$ cat src/rtl/mc97_pkg.sv
// Shared constants for the MC97 transmit path: default widths and flow-control FSM state codes.
package mc97_pkg;

  localparam int MC97_DW    = 16;
  localparam int MC97_LVL_W = 9;

  localparam logic [1:0] ST_IDLE    = 2'd0;
  localparam logic [1:0] ST_PREFILL = 2'd1;
  localparam logic [1:0] ST_RUN     = 2'd2;
  localparam logic [1:0] ST_FLUSH   = 2'd3;

  localparam int URUN_CNT_W = 16;

endpackage

$ cat src/rtl/mc97_tx_flow_ctl.sv
// MC97 transmit flow control: prefills the sample FIFO, feeds codec slot requests, handles underrun and flush.
// Optional underrun counter output stat_urun_cnt is built when MC97_TX_FLOW_STATS_EN is defined.
module mc97_tx_flow_ctl
  import mc97_pkg::*;
#(
  parameter int LVL_W = MC97_LVL_W,
  parameter int DW    = MC97_DW
) (
  input  logic             clk,
  input  logic             rst,
  input  logic             cfg_ena,
  input  logic [LVL_W-1:0] cfg_start_thr,
  input  logic [LVL_W-1:0] cfg_low_thr,
  input  logic             cfg_flush_req,
  input  logic             stat_clr,
  input  logic [DW-1:0]    fifo_rd_data,
  input  logic             fifo_rd_empty,
  input  logic [LVL_W-1:0] fifo_lvl,
  output logic             fifo_rd_ena,
  output logic             fifo_flush,
  input  logic             slot_req,
  output logic [DW-1:0]    slot_data,
  output logic             slot_valid,
  output logic [1:0]       stat_state,
  output logic             stat_underrun,
  output logic             stat_low
`ifdef MC97_TX_FLOW_STATS_EN
  ,
  output logic [URUN_CNT_W-1:0] stat_urun_cnt
`endif
);

  logic [1:0] state_p0;
  logic [1:0] state_nxt;
  logic       run_p0;
  logic       pop_p0;
  logic       urun_p0;
  logic       low_p0;

  // Outputs that reach the FIFO are gated by rst so a reset cycle issues no pop or flush.
  assign run_p0  = (state_p0 == ST_RUN) && !rst;
  assign pop_p0  = run_p0 && slot_req && !cfg_flush_req && !fifo_rd_empty;
  assign urun_p0 = run_p0 && slot_req && !cfg_flush_req && fifo_rd_empty;
  assign low_p0  = (state_p0 == ST_RUN) && (fifo_lvl < cfg_low_thr);

  assign fifo_rd_ena = pop_p0;
  assign fifo_flush  = (state_p0 == ST_FLUSH) && !rst;
  assign stat_state  = state_p0;

  always_comb begin
    state_nxt = state_p0;
    if (cfg_flush_req) begin
      state_nxt = ST_FLUSH;
    end else begin
      case (state_p0)
        ST_IDLE: begin
          if (cfg_ena) state_nxt = ST_PREFILL;
        end
        ST_PREFILL: begin
          if (!cfg_ena)                        state_nxt = ST_IDLE;
          else if (fifo_lvl >= cfg_start_thr)  state_nxt = ST_RUN;
        end
        ST_RUN: begin
          if (!cfg_ena)     state_nxt = ST_FLUSH;
          else if (urun_p0) state_nxt = ST_PREFILL;
        end
        ST_FLUSH: begin
          if (fifo_rd_empty) state_nxt = ST_IDLE;
        end
        default: state_nxt = ST_IDLE;
      endcase
    end
  end

  always_ff @(posedge clk) begin
    if (rst) state_p0 <= ST_IDLE;
    else     state_p0 <= state_nxt;
  end

  // ---- stage p1: slot response, one cycle after the request ----
  logic          vld_p1;
  logic [DW-1:0] data_p1;

  always_ff @(posedge clk) begin
    if (rst) begin
      vld_p1  <= 1'b0;
      data_p1 <= '0;
    end else begin
      vld_p1  <= slot_req;
      data_p1 <= pop_p0 ? fifo_rd_data : '0;
    end
  end

  assign slot_valid = vld_p1;
  assign slot_data  = data_p1;

  // Sticky status: a set event in the same cycle as stat_clr keeps the bit set.
  logic urun_sticky_p1;
  logic low_sticky_p1;

  always_ff @(posedge clk) begin
    if (rst) begin
      urun_sticky_p1 <= 1'b0;
      low_sticky_p1  <= 1'b0;
    end else begin
      urun_sticky_p1 <= urun_p0 || (urun_sticky_p1 && !stat_clr);
      low_sticky_p1  <= low_p0  || (low_sticky_p1  && !stat_clr);
    end
  end

  assign stat_underrun = urun_sticky_p1;
  assign stat_low      = low_sticky_p1;

`ifdef MC97_TX_FLOW_STATS_EN
  logic [URUN_CNT_W-1:0] urun_cnt_p1;

  always_ff @(posedge clk) begin
    if (rst) begin
      urun_cnt_p1 <= '0;
    end else if (stat_clr) begin
      urun_cnt_p1 <= urun_p0 ? URUN_CNT_W'(1) : '0;
    end else if (urun_p0 && !(&urun_cnt_p1)) begin
      urun_cnt_p1 <= urun_cnt_p1 + URUN_CNT_W'(1);
    end
  end

  assign stat_urun_cnt = urun_cnt_p1;
`endif

endmodule

$ cat config.mk
export PLATFORM = sky130hd
export DESIGN_NAME = mc97_tx_flow_ctl
export DESIGN_NICKNAME = d
export VERILOG_FILES = /design/src/rtl/mc97_pkg.sv /design/src/rtl/mc97_tx_flow_ctl.sv
export SDC_FILE = /design/constraint.sdc
export NUM_CORES = 1
export LEC_CHECK = 0
export CAP_MARGIN = 20
export CORE_MARGIN = 2
export CORE_UTILIZATION = 32
export DETAILED_ROUTE_END_ITERATION = 10
export GPL_TIMING_DRIVEN = 1
export PLACE_DENSITY = 0.73
export SLEW_MARGIN = 5
export SYNTH_ARGS = -nofsm -noshare
export SYNTH_HDL_FRONTEND = slang
export SYNTH_SLANG_ARGS = --single-unit
export TNS_END_PERCENT = 20
$ cat constraint.sdc
create_clock -name clk -period 1.41 [get_ports clk]
set_clock_uncertainty 0.15 [all_clocks]
set_input_delay 0.282 -clock clk [delete_from_list [all_inputs] [get_ports clk]]
set_output_delay 0.282 -clock clk [all_outputs]
set_load 0.02 [all_outputs]
==> results.md, run 1 <==
* H-tree lvl count at 1
* Max capacitance violation total at 0
* Routed len/inst at around 14 um
* Tmin final at between 1500 and 2000 ps
* CTS buffer count at 3
* Seq pwr share at approximately 45%
* RSZ-0062 raised after global routing: yes
* Residual DRC count at 0
* Sequential share of the synthesized area at between 30% and 40%
* Synthesis-stage register bit count at 21
* Slowest cell delay on critical path at between 300 and 400 ps
* Fraction of registers with async set/reset at 0%
* Gate power share at approximately a third
* Slew @ Worst Pin at about 230 ps
* Worst VDD drop at approximately 0.29 mV
* Dpl hpwl at around 2800 um
* Mean Syn Cell Area at about 8.9 um^2
* Sw Ratio at 28.6%
* Synth cell types at 29
* Synthesized Nets at roughly 190
* Busiest grt layer: met2
* Tot Pwr at roughly 1.4 mW
* Initial antenna violation count at 0
* Status: finished with violations
* Internal power at a little under 1 mW
* Fin worst setup slack at -171 ps
* Critical path's slowest cell: dfxtp_4
* CP Capture Type: primary output
* DR vias/cell at 4.69
* Vias at between 1,000 and 1,500
* Psw at between 0.3 and 0.4 mW
* Arr. time, crit path at about 1200 ps
* Largest net degree at the start of global routing at 17
* Worst-skew pair later-pin latency at around 300 ps
* Starting Density at between 30% and 40%
* Worst min-delay path class: reg2reg
* Leak pwr at about 1.0 nW
* CTS tree: built
* Chip Height at 63.0 um
* Congestion Overflow GR at 0
* First-pass GRT wire length at a little under 6000 um
* Main synth FF type: dfxtp_1
* Vias in the first global route at 1,316
* Pwr/cell area at ~620 nW/um^2
* FF-to-FF setup slack at -90 ps
* Area Overhead vs Synth at 99.7%
* Crit-path leading delay family: flip-flops
* Clock root buffer: clkbuf_4
* Max Transition Viols Final at 0
* Cell Area, Synth at between 1000 and 1500 um^2
* Routability cong. at 0.777
* Grt met3 use at ~2.5%
* Core Area at 3340 um^2
* Critical path type: reg2out
* First-pass DRT Iterations at 5
* Ratio of cells with drive above 1 in the final layout at approximately 34%
* Hold Buf Count CTS at 0
* Rows at 21
* Fin crit share at 112%
* M2 GR Usage at between 30% and 40%
* Finished Core Util at 66.6%
* Met1 global-route usage at about a fifth
* DIE AREA at just under 4000 um^2
* DRT antenna net count at 0
* Hold Vio Cnt, Final at 0
* Post-synth EDFFs at 0
* Final WL at 3590 um
* Ant. Diodes at 0
* I/O pin cnt at 73
* Crit path buffers/inverters at 1
* Chip width at between 60 and 70 um
* Setup violators final at 4
* Ys Warns at 0
* Max clock buf depth at 2
* Startpoint Class: register
* GRT Util Overall at between 15 and 20%
* CP cell instances: nor2_4 > nand3_2 > nor2_4 > buf_6
* Clock power frac at between 20% and 30%
* Maximum fanout along the worst path at 3
* Most frequent CP cell: nor2_4
* Synth Instances at 125
* Fill count at about 290
* Required @ worst endpoint at between 900 and 1000 ps
* Clock Sinks at 21
* Worst-path clk slew at 110 ps
* Fin nets at around 290
* Violated checks: setup timing
* PortBufs at between 70 and 80
* F_max at roughly 0.63 GHz
* Max transition margin at a little over four fifths
* Drt initial violations at 27
## metrics by stage
step	setup WS [ps]	instances	setup TNS, ps	cell area [um^2]	hold slack [ps]
6_report	-171	265	-477	2220	332
5_1_grt	-226	265	-685	2220	378
4_1_cts	-231	264	-703	2100	307
3_5_place_dp	-744	258	-7400	2010	309
3_3_place_gp	-730	258	-6710	2010	307
2_1_floorplan	-140	125	-627	1120	197
## worst paths after layout
kind                    to  cells past startpoint          start
min          stat_underrun                      2  stat_underrun
max            fifo_rd_ena                      4  stat_state[0]
max reg2reg  stat_state[1]                      6  stat_state[0]
min reg2reg  stat_underrun                      2  stat_underrun
## metal layers
layer	up-vias	routed length [um]
li1	608	-
met1	587	1390
met2	48	1990
met3	0	212
met4	0	0
met5	-	0
## power groups by stage
stage	logic [mW]	registers (mW)	clock network, mW
2_1_floorplan	0.127	0.649	0
3_5_place_dp	0.408	0.630	0
3_3_place_gp	0.393	0.629	0
5_1_grt	0.519	0.623	0.316
6_report	0.479	0.622	0.283
4_1_cts	0.426	0.619	0.291
## registers in the layout (all words and copies together) (netlist names)
register       cells
slot_data         16
slot_valid         1
stat_low           1
stat_state         2
stat_underrun      1
## cell usage after synthesis, drive strengths merged, types with 2 or more instances
| cell type | count | area, um^2 |
|---|---|---|
| a211oi | 2 | 25.0 |
| ha | 17 | 213 |
| a21oi | 7 | 35.0 |
| and2 | 16 | 100 |
| dfxtp | 21 | 420 |
| nand3 | 2 | 10.0 |
| nor2b | 2 | 12.5 |
| nor2 | 11 | 51.3 |
| a21o | 2 | 15.0 |
| o21ai | 5 | 25.0 |
| nand2 | 4 | 15.0 |
| nor3 | 3 | 15.0 |
| inv | 19 | 71.3 |
## cell usage in the layout, fill, tap and decap left out, drive strengths merged, types with 2 or more instances in the layout
master / n
ha: 17
a21oi: 7
buf: 24
clkbuf: 7
clkdlybuf4s50: 24
nand2: 4
and2: 16
inv: 19
o21ai: 5
a21o: 2
dlygate4sd2: 17
nor2b: 2
a211oi: 2
dlymetal6s2s: 4
dfxtp: 21
nand3: 2
clkdlybuf4s15: 18
nor3: 3
nor2: 11
## repair_timing
| item | in CTS | in global routing |
|---|---|---|
| pin swaps | 23 | 19 |
| setup endpoints to repair | 26 | 22 |
| gates resized for setup | 94 | 52 |
| setup buffers | 2 | 2 |
## worst reg2reg max path, cell delays in order (launching register included)
cell	delay (ps)
dfxtp_4	410
buf_6	110
and4bb_1	200
o211ai_1	100
a211oi_2	210
nor2_1	70
a21o_1	160
## logic make-up (layout without fill, tap and decap cells)
family                     Yosys count  count (layout)  share of synthesized area [%]
DFF                                 21              21                           37.8
AOI/OAI and AO/OA                   22              22                           13.1
and+or+nand+nor                     45              45                           22.9
buffers and inverters               20             114                           7.08
adders and majority gates           17              17                           19.1
## layout make-up
class                      instances  area [um^2]  area share (%)
clock buffer                       3         22.5            1.01
clock inverter                     1         5.00           0.225
inverter                          19         73.8            3.32
multi-input combinational         84          800            36.0
sequential                        21          425            19.1
tap                               46         57.6            2.59
timing repair buffer              91          840            37.8
(Power assumes the default switching activity.)
==> run 2: changes to the inputs <==
--- a/config.mk
+++ b/config.mk
@@ -9,8 +9,7 @@
 export CORE_MARGIN = 2
 export CORE_UTILIZATION = 32
 export DETAILED_ROUTE_END_ITERATION = 10
-export GPL_TIMING_DRIVEN = 1
-export PLACE_DENSITY = 0.73
+export PLACE_DENSITY = 0.76
 export SLEW_MARGIN = 5
 export SYNTH_ARGS = -nofsm -noshare
 export SYNTH_HDL_FRONTEND = slang
==> run 2 against run 1 <==
Net effect:
- the flow still finishes with violations (setup timing)
- combinational power up 5.6%
- first-iteration DRC count down 19%
- via count about the same
- critical path type unchanged
==> results.md, run 2 (synthesized netlist as in run 1, its figures left out) <==
* Worst-path clk slew at between 100 and 150 ps
* First-pass GRT wire length at 5880 um
* DIE AREA at between 3000 and 4000 um^2
* Core Area at 3340 um^2
* CTS buffer count at 3
* Ant. Diodes at 0
* Chip Height at 63.0 um
* Routability cong. at roughly 0.75
* Internal power at about 1.0 mW
* PortBufs at 72
* Largest register FFs at 16
* Drt initial violations at 22
* Violated checks: setup timing
* Commonest non-fill, non-tap cell in the layout: clkdlybuf4s50_1
* Startpoint Class: register
* H-tree lvl count at 1
* Most frequent cells in the layout: clkdlybuf4s50_1, dfxtp_1, buf_4, and2_1, dlygate4sd2_1
* Worst min-delay path class: reg2reg
* Hold Buf Count CTS at 0
* Non-filler cells in the finished layout at around 270
* I/O pin cnt at 73
* Final WL at roughly 3800 um
* Initial antenna violation count at 0
* Residual DRC count at 0
* DRT antenna net count at 0
* Fin crit share at 115%
* Area Overhead vs Synth at 100%
* Fin nets at between 200 and 300
* Gate power share at between 30% and 40%
* Slew @ Worst Pin at ~240 ps
* Max transition margin at approximately 84%
* Hold path cells at 2
* Tmin final at 1620 ps
* Vias at roughly 1,200
* Total negative slack at -673 ps
* Pwr/cell area at between 600 and 700 nW/um^2
* Max Transition Viols Final at 0
* Max clock buf depth at 2
* Status: finished with violations
* Chip width at between 60 and 70 um
* RSZ-0062 raised after global routing: yes
* Routed len/inst at approximately 14 um
* Seq pwr share at between 40% and 50%
* DR vias/cell at roughly 4.7
* Hold Vio Cnt, Final at 0
* Clock Sinks at 21
* Critical path type: reg2out
* Worst-skew pair later-pin latency at 310 ps
* Ratio of cells with drive above 1 in the final layout at about two fifths
* Starting Density at between 30 and 40%
* F_max at approximately 0.62 GHz
* Dpl hpwl at between 2000 and 3000 um
* Congestion Overflow GR at 0
* Vias in the first global route at 1,279
* GRT Util Overall at 18.6%
* Leak pwr at around 1.0 nW
* Pre-CTS WS at -744 ps
* Fin worst setup slack at -206 ps
* Largest net degree at the start of global routing at 17
* Sw Ratio at 29.1%
* Worst VDD drop at 0.559 mV
* CP Capture Type: primary output
* R2R cell count at 6
* Max capacitance violation total at 0
* Setup violators final at 4
* First-pass DRT Iterations at 4
* Clock power frac at about a fifth
* Rows at 21
* Arr. time, crit path at 1180 ps
* Psw at between 0.4 and 0.5 mW
* Clock root buffer: clkbuf_4
* Finished Core Util at roughly 67%
* CTS tree: built
* Required @ worst endpoint at about 1000 ps
* Maximum fanout along the worst path at 3
* Dpl cells at 260
[run 2: power groups by stage]
stage | registers, mW | logic, mW | clock network, mW
2_1_floorplan | 0.649 | 0.127 | 0
3_3_place_gp | 0.629 | 0.398 | 0
3_5_place_dp | 0.630 | 0.410 | 0
4_1_cts | 0.616 | 0.441 | 0.293
5_1_grt | 0.624 | 0.552 | 0.332
6_report | 0.621 | 0.506 | 0.290
[run 2: layer usage]
metal  global-route usage [%]  wire, um  vias up
met4                     5.00        99        0
met5                        0         0        -
met3                     5.05       126        9
met1                     20.2      1390      588
li1                         -         -      613
met2                     35.1      2150       32
[run 2: per-stage QoR]
step                      cell area (um^2)  hold WS [ps]  power, mW
after floorplan                       1120           197      0.776
after global placement                2030           324       1.03
after detailed placement              2030           331       1.04
after CTS                             2130           312       1.35
after global routing                  2230           338       1.51
final                                 2230           349       1.42
[run 2: area by class of cell]
cell class | instances | area, um^2
Clock buffer | 3 | 22.5
Clock inverter | 1 | 5.00
Fill cell | 256 | 1110
Inverter | 19 | 76.3
Multi-Input combinational cell | 84 | 820
Sequential cell | 21 | 425
Tap cell | 46 | 57.6
Timing Repair Buffer | 93 | 825
[run 2: worst max-delay path, stage by stage (launching register included)]
cell and delay [ps]:
dfxtp_2 370, inv_4 50, nor2_4 100, nand3_2 90, nor2_4 130, buf_6 130
[run 2: path summary, 6_finish.rpt]
path / start / end / slack [ps]
max: stat_state[1] / fifo_rd_ena / -210
min: stat_underrun / stat_underrun / 350
max reg2reg: stat_state[0] / stat_state[1] / -120
min reg2reg: stat_underrun / stat_underrun / 350
[run 2: what timing repair did]
item | in CTS | in global routing
endpoints found under the setup margin | 26 | 41
resized for setup | 105 | 62
pin swaps | 24 | 13
setup buffers | 1 | 3
==> run 3: changes to the inputs <==
--- a/config.mk
+++ b/config.mk
@@ -5,6 +5,7 @@
 export SDC_FILE = /design/constraint.sdc
 export NUM_CORES = 1
 export LEC_CHECK = 0
+export ABC_CLOCK_PERIOD_IN_PS = 1410
 export CAP_MARGIN = 20
 export CORE_MARGIN = 2
 export CORE_UTILIZATION = 32
==> results of run 3 <==
Same layout as run 2: the final DEF is identical, and so are final timing and power.
